`src/rtl/quiz_round_arbiter.sv`:
```
// ---------------------------------------------------------------------------
// quiz_round_arbiter
//   Clocked controller for the two-player arithmetic quiz. It steps through the
//   questions, decides who answered first (left or right joystick), keeps both
//   scores and declares the winner when the game ends.
// ---------------------------------------------------------------------------
module quiz_round_arbiter #(
   parameter int NUM_Q          = 9,     // questions per game (1..9)
   parameter int TIMEOUT_CYCLES = 1000,  // ASK cycles before a question is forfeited
   parameter int SHOW_CYCLES    = 100,   // cycles a result stays on display
   parameter int TW             = 16     // timer width, holds both cycle counts
) (
   input  logic       clk,
   input  logic       rst_n,
   input  logic       start,
   input  logic [8:0] joy_left,
   input  logic [8:0] joy_right,
   input  logic [8:0] answer,
   output logic [3:0] q_index,
   output logic       busy,
   output logic       show,
   output logic [1:0] result,
   output logic       point_left,
   output logic       point_right,
   output logic [3:0] score_left,
   output logic [3:0] score_right,
   output logic       game_over,
   output logic [1:0] winner
);

   typedef enum logic [1:0] {
      S_IDLE = 2'd0,
      S_ASK  = 2'd1,
      S_SHOW = 2'd2,
      S_DONE = 2'd3
   } state_t;

   localparam logic [TW-1:0] TIMEOUT_LAST = TW'(TIMEOUT_CYCLES - 1);
   localparam logic [TW-1:0] SHOW_LAST    = TW'(SHOW_CYCLES - 1);
   localparam logic [3:0]    Q_LAST       = 4'(NUM_Q - 1);
   localparam logic [3:0]    SCORE_MAX    = 4'd9;

   // ------------------------------------------------------------------------
   // Registers
   // ------------------------------------------------------------------------
   state_t        r_state;
   state_t        w_next_state;

   logic [8:0]    r_prev_left;     // joystick value seen on the previous cycle
   logic [8:0]    r_prev_right;
   logic          r_lock_left;     // player answered wrong on this question
   logic          r_lock_right;
   logic          r_prio;          // tie-break owner: 0 = left, 1 = right
   logic [TW-1:0] r_timer;
   logic [3:0]    r_q_index;
   logic [3:0]    r_score_left;
   logic [3:0]    r_score_right;
   logic [1:0]    r_result;        // {right scored, left scored} of the last question
   logic          r_point_left;
   logic          r_point_right;

   // ------------------------------------------------------------------------
   // Press classification
   // ------------------------------------------------------------------------
   logic w_press_left,   w_press_right;
   logic w_match_left,   w_match_right;
   logic w_correct_left, w_correct_right;
   logic w_wrong_left,   w_wrong_right;
   logic w_win_left,     w_win_right;
   logic w_tie;
   logic w_scored;
   logic w_lock_left_nxt, w_lock_right_nxt;
   logic w_all_locked;
   logic w_timeout;
   logic w_ask_exit;
   logic w_show_end;
   logic w_last_q;

   // A multi-bit press can never be a correct answer, even if it covers the key.
   function automatic logic is_onehot(input logic [8:0] v);
      return (v != 9'd0) && ((v & (v - 9'd1)) == 9'd0);
   endfunction

   // A press is the edge from "nothing held" to "something held"; a button that
   // stays down (including one held through start) never produces a second press.
   assign w_press_left  = (r_prev_left  == 9'd0) && (joy_left  != 9'd0) && !r_lock_left;
   assign w_press_right = (r_prev_right == 9'd0) && (joy_right != 9'd0) && !r_lock_right;

   assign w_match_left  = is_onehot(joy_left)  && (joy_left  == answer);
   assign w_match_right = is_onehot(joy_right) && (joy_right == answer);

   assign w_correct_left  = w_press_left  &&  w_match_left;
   assign w_correct_right = w_press_right &&  w_match_right;
   assign w_wrong_left    = w_press_left  && !w_match_left;
   assign w_wrong_right   = w_press_right && !w_match_right;

   // Simultaneous correct answers go to the priority holder; priority then flips.
   assign w_tie       = w_correct_left && w_correct_right;
   assign w_win_left  = w_correct_left  && (!w_correct_right || !r_prio);
   assign w_win_right = w_correct_right && (!w_correct_left  ||  r_prio);
   assign w_scored    = w_win_left || w_win_right;

   assign w_lock_left_nxt  = r_lock_left  || w_wrong_left;
   assign w_lock_right_nxt = r_lock_right || w_wrong_right;
   assign w_all_locked     = w_lock_left_nxt && w_lock_right_nxt;

   // A score in the final ASK cycle wins over the timeout: both lead to SHOW,
   // and the result field is taken from the scoring flags.
   assign w_timeout  = (r_timer == TIMEOUT_LAST);
   assign w_ask_exit = w_scored || w_all_locked || w_timeout;
   assign w_show_end = (r_timer == SHOW_LAST);
   assign w_last_q   = (r_q_index == Q_LAST);

   // ------------------------------------------------------------------------
   // FSM state register
   // ------------------------------------------------------------------------
   // NOTE: sequential state uses non-blocking assignments so every register
   // samples the pre-edge values, independent of statement order.
   always_ff @(posedge clk or negedge rst_n) begin
      if (!rst_n) r_state <= S_IDLE;
      else        r_state <= w_next_state;
   end

   // FSM next-state decision
   // NOTE: the default assignment first keeps this block free of inferred latches.
   always_comb begin
      w_next_state = r_state;
      unique case (r_state)
         S_IDLE, S_DONE: if (start)      w_next_state = S_ASK;
         S_ASK:          if (w_ask_exit) w_next_state = S_SHOW;
         S_SHOW:         if (w_show_end) w_next_state = w_last_q ? S_DONE : S_ASK;
         default:                        w_next_state = S_IDLE;
      endcase
   end

   // FSM-decoded outputs
   always_comb begin
      busy      = 1'b0;
      show      = 1'b0;
      game_over = 1'b0;
      result    = 2'b00;
      winner    = 2'b00;
      unique case (r_state)
         S_ASK: busy = 1'b1;
         S_SHOW: begin
            busy   = 1'b1;
            show   = 1'b1;
            result = r_result;
         end
         S_DONE: begin
            game_over = 1'b1;
            if (r_score_left > r_score_right)      winner = 2'b01;
            else if (r_score_right > r_score_left) winner = 2'b10;
            else                                   winner = 2'b11;
         end
         default: ;
      endcase
   end

   // Game datapath: joystick history, timer, lockouts, question index and scores
   always_ff @(posedge clk or negedge rst_n) begin
      if (!rst_n) begin
         r_prev_left   <= 9'd0;
         r_prev_right  <= 9'd0;
         r_lock_left   <= 1'b0;
         r_lock_right  <= 1'b0;
         r_prio        <= 1'b0;
         r_timer       <= '0;
         r_q_index     <= 4'd0;
         r_score_left  <= 4'd0;
         r_score_right <= 4'd0;
         r_result      <= 2'b00;
         r_point_left  <= 1'b0;
         r_point_right <= 1'b0;
      end else begin
         // History is kept in every state so presses held across start are seen.
         r_prev_left   <= joy_left;
         r_prev_right  <= joy_right;
         r_point_left  <= 1'b0;
         r_point_right <= 1'b0;

         unique case (r_state)
            S_IDLE, S_DONE: begin
               if (start) begin
                  // Priority deliberately survives from game to game.
                  r_q_index     <= 4'd0;
                  r_score_left  <= 4'd0;
                  r_score_right <= 4'd0;
                  r_lock_left   <= 1'b0;
                  r_lock_right  <= 1'b0;
                  r_timer       <= '0;
                  r_result      <= 2'b00;
               end
            end

            S_ASK: begin
               r_timer      <= r_timer + 1'b1;
               r_lock_left  <= w_lock_left_nxt;
               r_lock_right <= w_lock_right_nxt;
               if (w_tie) r_prio <= ~r_prio;
               if (w_win_left) begin
                  r_point_left <= 1'b1;
                  if (r_score_left != SCORE_MAX) r_score_left <= r_score_left + 4'd1;
               end
               if (w_win_right) begin
                  r_point_right <= 1'b1;
                  if (r_score_right != SCORE_MAX) r_score_right <= r_score_right + 4'd1;
               end
               if (w_ask_exit) begin
                  r_timer  <= '0;
                  r_result <= {w_win_right, w_win_left};
               end
            end

            S_SHOW: begin
               r_timer <= r_timer + 1'b1;
               if (w_show_end) begin
                  r_timer <= '0;
                  if (!w_last_q) begin
                     r_q_index    <= r_q_index + 4'd1;
                     r_lock_left  <= 1'b0;
                     r_lock_right <= 1'b0;
                  end
               end
            end

            default: ;
         endcase
      end
   end

   assign q_index     = r_q_index;
   assign score_left  = r_score_left;
   assign score_right = r_score_right;
   assign point_left  = r_point_left;
   assign point_right = r_point_right;

endmodule
```
`config.mk`:
```
export PLATFORM = sky130hd
export DESIGN_NAME = quiz_round_arbiter
export DESIGN_NICKNAME = d
export VERILOG_FILES = /design/src/rtl/quiz_round_arbiter.sv
export SDC_FILE = /design/constraint.sdc
export NUM_CORES = 1
export LEC_CHECK = 0
export BUFFER_PORTS_ARGS = -buffer_cell sky130_fd_sc_hd__clkbuf_2
export CAP_MARGIN = 20
export CORE_ASPECT_RATIO = 1.75
export CORE_MARGIN = 3
export CORE_UTILIZATION = 51
export CTS_CLUSTER_DIAMETER = 30
export DETAILED_ROUTE_END_ITERATION = 6
export GPL_TIMING_DRIVEN = 0
export PLACE_DENSITY = 0.78
export SYNTH_ARGS = -nofsm -noshare
export SYNTH_HDL_FRONTEND = slang
export SYNTH_SLANG_ARGS = --single-unit
export TNS_END_PERCENT = 30
```
`constraint.sdc`:
```
create_clock -name clk -period 2.5 [get_ports clk]
set_clock_uncertainty 0.05 [all_clocks]
set_input_delay 0 -clock clk [delete_from_list [all_inputs] [get_ports clk]]
set_output_delay 0 -clock clk [all_outputs]
set_load 0.01 [all_outputs]
```
; Yosys cells after proc, flatten, opt, wreduce, memory -nomap -nowiden
; Cells that the tools add are included.
[word_totals]
register_bits = 55
latchBits = 0
ramBits = 0
romBits = 0
input_bits = 30
memories = 0
[classes]
add_sub_neg = 6
n_mul = 0
div_mod_pow = 0
n_lt_le_gt_ge = 2
eq_ne = 18
n_shift = 0
mux = 38
bitwise = 3
reduce_logical = 48
[op_table]
columns = op, n
row1 = 2-to-1 mux 16 bit, 3
row2 = case mux 16 bit (3 select lines), 1
row3 = logical NOT 9 bit, 4
row4 = 2-to-1 mux 4 bit, 7
row5 = case mux 4 bit (2 select lines), 3
row6 = AND 9 bit, 2
row7 = equality test 9 bit, 2
row8 = 2-to-1 mux 2 bit, 9
row9 = nonzero test 9 bit, 2
row10 = "subtractor 9 x 1 -> 9 bit, second input constant", 2
row11 = "adder 16 x 1 -> 16 bit, second input constant", 1
row12 = "equality test 16 x 10 -> 1 bit, second input constant", 1
row13 = "equality test 16 x 7 -> 1 bit, second input constant", 1
row14 = logical AND 1 bit, 16
row15 = "inequality test 2 bit, second input constant", 8
row16 = "adder 4 x 1 -> 4 bit, second input constant", 3
row17 = AND reduction 4 bit, 3
row18 = 2-to-1 mux 1 bit, 11
row19 = AND reduction 3 bit, 3
row20 = greater-than comparator 4 bit, 2
row21 = "inequality test 4 bit, second input constant", 2
row22 = logical NOT 1 bit, 7
row23 = logical OR 1 bit, 7
row24 = case mux 1 bit (3 select lines), 2
row25 = other kinds (10), 13

; Logic depth before layout (Yosys ltp)
; Gate-level depths: netlist of the first run.
[depth]
ltp_word = 14
ltp_mapped = 11
mapped_depth_nobuf = 9

; Least setup slack after synthesis of the first run
; OpenSTA, ideal clock, no wires.
[synth_timing]
kind = reg2reg
startpoint = register r_timer[8]
endpoint = register r_q_index[3], in the netlist q_index[3]
arrival_ns = 2.471
required_time_ns = 2.329
slack_ns = -0.142
stages_incl_launch_ff = 7
n_path_buf = 0
synth_period_minus_slack_ns = 2.642
path_cell_list = dfrtp_1 -> or4b_2 -> o31ai_1 -> inv_1 -> nor3_1 -> o21ai_0 -> a22o_1
[synth_via]
elab_chain_len = 3
[synth_lines]
columns = item, line
row1 = "start, declared", 54  ; logic [TW-1:0] r_timer;
row2 = "start signal, assigned", 197  ; r_timer <= r_timer + 1'b1;
row3 = "start signal, assigned", 216  ; r_timer <= r_timer + 1'b1;
row4 = equality test 16 x 7 -> 1 bit, 111  ; assign w_show_end = (r_timer == SHOW_LAST);
row5 = inequality test 2 bit (no line), -
row6 = AND reduction 4 bit (no line), -
row7 = "end signal, assigned", 220  ; r_q_index <= r_q_index + 4'd1;
row8 = "end, declared", 55  ; logic [3:0] r_q_index;
; Every way passes these cells.
; A chain may end at the register's enable or synchronous reset.

; Final worst setup path of the first run
[layout_timing]
startpoint = register r_prev_right[8]
endpoint = register r_timer[11]
[layout_via]
elab_chain_len = 12
elab_cells_between_ends = 16
cone_classes = mux: 2 / reduce/logical: 14
[layout_lines]
columns = item, line
row1 = "start, declared", 50  ; logic [8:0] r_prev_right;
row2 = "start signal, assigned", 178  ; r_prev_right <= joy_right;
row3 = logical NOT 9 bit *, 87  ; assign w_press_right = (r_prev_right == 9'd0) && (joy_right != 9'd0) && !r_lock_right;
row4 = logical AND 1 bit * (2 in series), 87
row5 = logical AND 1 bit, 93  ; assign w_correct_right = w_press_right && w_match_right;
row6 = logical NOT 1 bit, 99  ; assign w_win_left = w_correct_left && (!w_correct_right || !r_prio);
row7 = logical OR 1 bit, 99
row8 = logical AND 1 bit, 99
row9 = logical OR 1 bit, 101  ; assign w_scored = w_win_left || w_win_right;
row10 = logical OR 1 bit * (2 in series), 110  ; assign w_ask_exit = w_scored || w_all_locked || w_timeout;
row11 = 2-to-1 mux 16 bit *, 209  ; if (w_ask_exit) begin
row12 = case mux 16 bit (3 select lines) *, 182  ; unique case (r_state)
; Every way passes the cells marked *; elsewhere a longest branch is shown, timed or not.

==> summary.txt, run 1 <==
STA
-------------------------------------------------------------------------------------
Final Max Tran Viols                                                                0
RSZ-0062 raised after global routing                                             true
Relative slew margins                                                           60.5%
Max Clk Rate                                                                  400 MHz
Final hold violation count                                                          0
Worst-Margin Slew                                                              590 ps
Final setup violation count                                                         0
Period Utilization, post-route                                                   100%
Clock period minus worst slack                                                2500 ps

FLOORPLANNING
-------------------------------------------------------------------------------------
Starting density of the core                                                    54.0%
Area of the die                                                             7400 um^2
Die extent in x                                                               66.3 um
Core Footprint                                                              6020 um^2
Y dimension of the die                                                         112 um
# IOs                                                                              51
Std-Cell Rows                                                                      37

DETAILED ROUTING
-------------------------------------------------------------------------------------
Via Count                                                                       2,946
DR iter-0 viols                                                                   116
Via density per instance                                                         5.87
Met3 wirelength from detailed routing                                          270 um
DRT Pass-1 Iters                                                                    4
Met2 layer wire length in the routed design                                   4350 um
WL per Instance                                                               15.4 um
Total wirelength of the detailed-routed design                                7720 um
Top Layer Used                                                                   met4
Number of DRC violations after detailed routing                                     0
Detailed-route wire length on metal 1                                         2940 um
Post-DRT Antenna Nets                                                               0

PLACEMENT
-------------------------------------------------------------------------------------
HPWL reported at the end of detailed placement                                5700 um
Number of buffer cells added on primary ports                                      50
Routability cong.                                                               0.836
Post-place instance area                                                    3620 um^2

SETUP PATH
-------------------------------------------------------------------------------------
Worst Path Arrival                                                            2650 ps
Largest fanout of any net on the critical path                                     10
Launching element type of the critical path                                      flop
Critical path capture point type                                                 flop
Critical path data required time                                              2650 ps
Class of the most critical setup path                                         reg2reg

GLOBAL ROUTING
-------------------------------------------------------------------------------------
Maximum number of pins on one net before global-route repair                       37
Initial antenna violation count                                                     0
Remaining Overflow, GRT                                                             0
Via count of the first global-routing pass                                      2,903
Global-route usage over all layers                                              22.0%
First-pass GRT wire length                                                  12,900 um

SYNTHESIS
-------------------------------------------------------------------------------------
Share of the yosys chip area belonging to registers                             42.4%
Prevailing post-synth register cell                                      sky130_fd_sc_hd__dfrtp_1
Top cell type by total area after synthesis                              sky130_fd_sc_hd__dfrtp_1
Share of the synthesized area in the top cell type                              42.4%
Number of synthesized flops with an enable pin                                      0
Count of warnings emitted by yosys                                                  0
Synth Instances                                                                   341
Synthesis-stage register bit count                                                 55
Largest cells by area after synthesis                                    sky130_fd_sc_hd__dfrtp_1 (42%), sky130_fd_sc_hd__ha_1 (5.8%), sky130_fd_sc_hd__o21ai_0 (3.9%), sky130_fd_sc_hd__xnor2_1 (3.5%), sky130_fd_sc_hd__nor2_1 (3.4%)
Nets in the synthesized netlist                                                   386
Average footprint of a synthesized cell                                     9.53 um^2
Total standard cell area after synthesis                                    3250 um^2
Share of synthesized flip-flops with an asynchronous set or reset                100%
Number of unique standard cell types used by synthesis                             62

LAYOUT
-------------------------------------------------------------------------------------
Antenna cell count                                                                  0
Number of nets in the layout                                                      468
Share of cells above drive strength 1                                           22.4%
Final Instance Area                                                         4040 um^2
Most frequent cells in the layout                                        sky130_fd_sc_hd__dfrtp_1 (55), sky130_fd_sc_hd__clkbuf_2 (51), sky130_fd_sc_hd__nor2_1 (28)
Area grow syn2layout                                                            24.4%
Most frequent standard cell in the layout excluding fill and tap cells   sky130_fd_sc_hd__dfrtp_1
Number of fillers in the final layout                                             497

POWER AND IR DROP
-------------------------------------------------------------------------------------
Pwr dens                                                                  782 nW/um^2
Peak supply drop                                                             0.430 mV
Leakage power of the design                                                0.00189 uW
Total Power                                                                   3160 uW

CLOCK NETWORK
-------------------------------------------------------------------------------------
Maximum count of clock buffers along a single path                                  2
Number of buffers inserted during clock tree synthesis                              5
Number of H-tree levels                                                             2
Clk sinks                                                                          55
Later-pin clock latency in the skew report                                     310 ps
Buffer type at the clock tree root                                       sky130_fd_sc_hd__clkbuf_8
Clock tree from TritonCTS                                                        done
Clock slew at reported path FFs                                                100 ps

RUN STATUS
-------------------------------------------------------------------------------------
Outcome                                                                  finished clean

JOB
-------------------------------------------------------------------------------------
Max cap viols                                                                       0

MIN PATH
-------------------------------------------------------------------------------------
Hold Path Class                                                                in2reg

==> area by class of cell <==
type | instances | area [um^2] | share of cell area (%)
Multi-Input combinational cell | 257 | 1820 | 45.0
Tap cell | 78 | 97.6 | 2.42
Inverter | 21 | 80.1 | 1.98
Buffer | 7 | 57.6 | 1.42
Sequential cell | 55 | 1380 | 34.1
Clock buffer | 8 | 100 | 2.48
Timing Repair Buffer | 76 | 509 | 12.6
==> stage by stage <==
stage | setup slack, ps | utilization, % | TNS [ps] | std cells | hold slack (ps)
after CTS | -1.61 | 65.6 | -1.61 | 498 | 28.2
after global routing | -119 | 67.1 | -1320 | 502 | 58.9
after floorplan | 89.5 | - | 0 | 341 | -346
after detailed placement | -436 | 60.2 | -8090 | 470 | -37.3
final | 1.15 | 67.1 | 0 | 502 | 54.3
after global placement | -351 | 59.8 | -6190 | 469 | 103
==> worst max-delay path: stages, from the launching register on <==
cell,delay [ps]
sky130_fd_sc_hd__dfrtp_1,370
sky130_fd_sc_hd__or4_4,540
sky130_fd_sc_hd__nor3_4,190
sky130_fd_sc_hd__o311a_4,250
sky130_fd_sc_hd__a21oi_2,50
sky130_fd_sc_hd__a2bb2oi_2,210
sky130_fd_sc_hd__o31a_1,180
sky130_fd_sc_hd__buf_6,140
sky130_fd_sc_hd__buf_8,130
sky130_fd_sc_hd__o21ai_1,80
sky130_fd_sc_hd__a21o_1,190
==> per-layer routing <==
| metal | GRT usage (%) | vias to the layer above |
|---|---|---|
| li1 | - | 1427 |
| met5 | 0 | - |
| met2 | 40.7 | 71 |
| met3 | 3.13 | 12 |
| met4 | 8.82 | 0 |
| met1 | 24.1 | 1436 |
==> synth_stat cells, drive strengths merged, types with 4 or more instances <==
master,n
nor2,29
nor2b,4
nor3b,6
and3,8
mux2i,5
or4,4
nand4,6
a21oi,9
nand2b,6
nand3,14
nor3,9
a21o,6
and2,5
or3,7
ha,15
nor4bb,4
or2,4
clkbuf,5
xnor2,13
o22ai,4
nand2,18
dfrtp,55
nor4,9
a211oi,5
o21ai,25
inv,19
==> cells by family (layout without fill, tap and decap cells) <==
family / after synthesis / in the layout / share of synthesized area (%)
simple gates: 142 / 142 / 25.0
compound gates: 80 / 80 / 17.0
flops: 55 / 55 / 42.4
buf+inv: 29 / 112 / 4.16
fa+ha+maj: 16 / 16 / 6.09
xor+xnor: 13 / 13 / 3.51
mux: 6 / 6 / 1.89
==> power by group <==
part	leakage (uW)	total [uW]	internal (uW)	switching, uW
sequential	0.000717	1070	974	95.8
combinational	0.00112	1550	655	900
clock	0.0000515	535	254	282
==> path summary, 6_finish.rpt <==
path,to,startpoint,cells past startpoint,slack (ps)
setup / recovery,r_timer[11],r_prev_right[8],10,1
hold / removal,score_right[2],start,3,50
setup reg to reg,r_timer[11],r_prev_right[8],10,1
hold reg to reg,r_prio,r_prio,1,450
max in group asynchronous,r_timer[10],rst_n,3,1660
min in group asynchronous,r_state[1],rst_n,2,160
==> state kept, by name, indices dropped and copies added, names as in the netlist <==
register / flops
score_left: 4
point_right: 1
r_prev_left: 9
r_state: 2
r_timer: 16
r_prev_right: 9
r_lock_left: 1
r_result: 2
point_left: 1
score_right: 4
q_index: 4
r_lock_right: 1
r_prio: 1
==> what timing repair did <==
action	CTS	global route
buffers inserted	2	4
endpoints found under the hold margin	37	0
hold buffers	19	0
setup endpoints to repair	30	27
resized for setup	8	17
pin swaps	3	12
No activity file was read; power rests on OpenSTA's default activity.
==> run 2, diff against run 1 <==
- CELL_PAD_IN_SITES_DETAIL_PLACEMENT: unset -> 1
- CELL_PAD_IN_SITES_GLOBAL_PLACEMENT: unset -> 1
- CORE_UTILIZATION: 51 -> 39
==> summary.txt, run 2 (synthesis gave the netlist of run 1 again) <==
DETAILED ROUTING
-------------------------------------------------------------------------------------
Total wirelength of the detailed-routed design                                9260 um
Via density per instance                                                         5.80
Number of DRC violations after detailed routing                                     0
Post-DRT Antenna Nets                                                               0
Via Count                                                                       2,971
DRT Pass-1 Iters                                                                    4
WL per Instance                                                               18.1 um
DR iter-0 viols                                                                   150

SETUP PATH
-------------------------------------------------------------------------------------
Critical path data required time                                              2640 ps
Critical path capture point type                                                 flop
Worst Path Arrival                                                            2580 ps
Largest fanout of any net on the critical path                                      8
Class of the most critical setup path                                          in2reg
Launching element type of the critical path                                 input pin

LAYOUT
-------------------------------------------------------------------------------------
Area grow syn2layout                                                            27.4%
Share of cells above drive strength 1                                           23.2%
Number of flip-flops under the largest register name                               16
Number of nets in the layout                                                      466
Top reg by flops                                                              r_timer
Final standard cell utilization of the core                                     51.6%
Most frequent standard cell in the layout excluding fill and tap cells   sky130_fd_sc_hd__dfrtp_1
Registers with the highest flip-flop counts                              r_timer (16), r_prev_left (9), r_prev_right (9)
Cell Count, Final, Fillers Out                                                    512
Antenna cell count                                                                  0
Most frequent cells in the layout                                        sky130_fd_sc_hd__dfrtp_1 (54), sky130_fd_sc_hd__clkbuf_2 (51), sky130_fd_sc_hd__nor2_1 (27)

POWER AND IR DROP
-------------------------------------------------------------------------------------
Leakage power of the design                                                0.00191 uW
Pwr dens                                                                  852 nW/um^2
Peak supply drop                                                             0.407 mV
Total Power                                                                   3530 uW

STA
-------------------------------------------------------------------------------------
Relative slew margins                                                           42.1%
Post-route worst setup slack                                                  52.3 ps
Worst-Margin Slew                                                              869 ps
Summed negative setup slack over all endpoints                                   0 ps
Final hold violation count                                                          0
Clock period minus worst slack                                                2450 ps
Period Utilization, post-route                                                  97.9%
RSZ-0062 raised after global routing                                             true
Final Max Tran Viols                                                                0
Max Clk Rate                                                                  409 MHz
Final setup violation count                                                         0

FLOORPLANNING
-------------------------------------------------------------------------------------
# IOs                                                                              51
Y dimension of the die                                                         127 um
Die extent in x                                                               75.0 um
Core Footprint                                                              8020 um^2
Std-Cell Rows                                                                      43
Starting density of the core                                                    40.5%
Area of the die                                                             9500 um^2

PLACEMENT
-------------------------------------------------------------------------------------
Worst setup slack after placement                                             -449 ps
HPWL reported at the end of detailed placement                                6800 um
Number of placed instances with taps included                                     482
Number of buffer cells added on primary ports                                      50
Routability cong.                                                               0.782

GLOBAL ROUTING
-------------------------------------------------------------------------------------
Remaining Overflow, GRT                                                             0
Maximum number of pins on one net before global-route repair                       32
Via count of the first global-routing pass                                      3,303
Initial antenna violation count                                                     0
First-pass GRT wire length                                                  15,800 um
Global-route usage over all layers                                              21.3%

CLOCK NETWORK
-------------------------------------------------------------------------------------
Number of buffers inserted during clock tree synthesis                              5
Buffer type at the clock tree root                                       sky130_fd_sc_hd__clkbuf_16
Maximum count of clock buffers along a single path                                  2
Clock slew at reported path FFs                                                 70 ps
Clock tree from TritonCTS                                                        done
Clk sinks                                                                          55
Number of H-tree levels                                                             2
Later-pin clock latency in the skew report                                     300 ps

RUN STATUS
-------------------------------------------------------------------------------------
Outcome                                                                  finished clean

JOB
-------------------------------------------------------------------------------------
Max cap viols                                                                       0

MIN PATH
-------------------------------------------------------------------------------------
Hold Path Class                                                                in2reg

-- run 2: repair_timing --
| item | CTS | global route |
|---|---|---|
| setup buffers | 2 | 4 |
| resized for setup | 6 | 16 |
| pin swaps | 1 | 13 |
| hold buffers | 19 | 0 |
| hold endpoints to repair | 48 | 0 |
| endpoints found under the setup margin | 33 | 31 |
| gates cloned | 0 | 1 |
-- run 2: cell type report --
type,instances,area [um^2]
timing repair buffer,77,531
multi-input combinational,257,1820
buffer,4,42.5
sequential,55,1380
tap,90,113
clock buffer,5,125
fill,958,3880
inverter,21,80.1
clock inverter,3,47.5
-- run 2: power breakdown --
part	switching (uW)	leakage [uW]	internal, uW	total (uW)
Clock	349	0.0000844	479	828
Combinational	951	0.00111	678	1630
Sequential	95.9	0.000715	974	1070
-- run 2: worst paths after layout --
kind	startpoint	slack, ps	endpoint	cells after the start
setup / recovery	joy_left[4]	50	r_timer[9]	11
min in group asynchronous	rst_n	290	q_index[0]	2
hold / removal	start	60	score_right[3]	3
max in group asynchronous	rst_n	1470	r_timer[8]	3
setup reg to reg	r_timer[8]	60	r_timer[9]	9
hold reg to reg	r_result[1]	460	r_result[1]	1
-- run 2: metal layers --
layer / GRT usage [%] / vias to the layer above / part of all wire (%)
met5: 0 / - / 0
met4: 8.18 / 0 / 2.7
met3: 3.33 / 15 / 3.2
met2: 39.9 / 67 / 57
met1: 22.5 / 1472 / 37
li1: - / 1417 / -
-- run 2: through the flow --
| stage | area (um^2) | hold WS (ps) |
|---|---|---|
| 2_1_floorplan | 3250 | -346 |
| 3_3_place_gp | 3620 | 102 |
| 3_5_place_dp | 3640 | 106 |
| 4_1_cts | 4030 | 64.1 |
| 5_1_grt | 4140 | 111 |
| 6_report | 4140 | 63.2 |
-- run 2: worst max-delay path, cell delays in order --
cell	delay (ps)
sky130_fd_sc_hd__clkbuf_2	130
sky130_fd_sc_hd__or4_1	550
sky130_fd_sc_hd__or4_1	430
sky130_fd_sc_hd__and2_4	160
sky130_fd_sc_hd__a311o_1	360
sky130_fd_sc_hd__a2bb2oi_2	220
sky130_fd_sc_hd__o31a_1	160
sky130_fd_sc_hd__buf_6	150
sky130_fd_sc_hd__buf_4	120
sky130_fd_sc_hd__nor3_1	40
sky130_fd_sc_hd__a211o_1	260
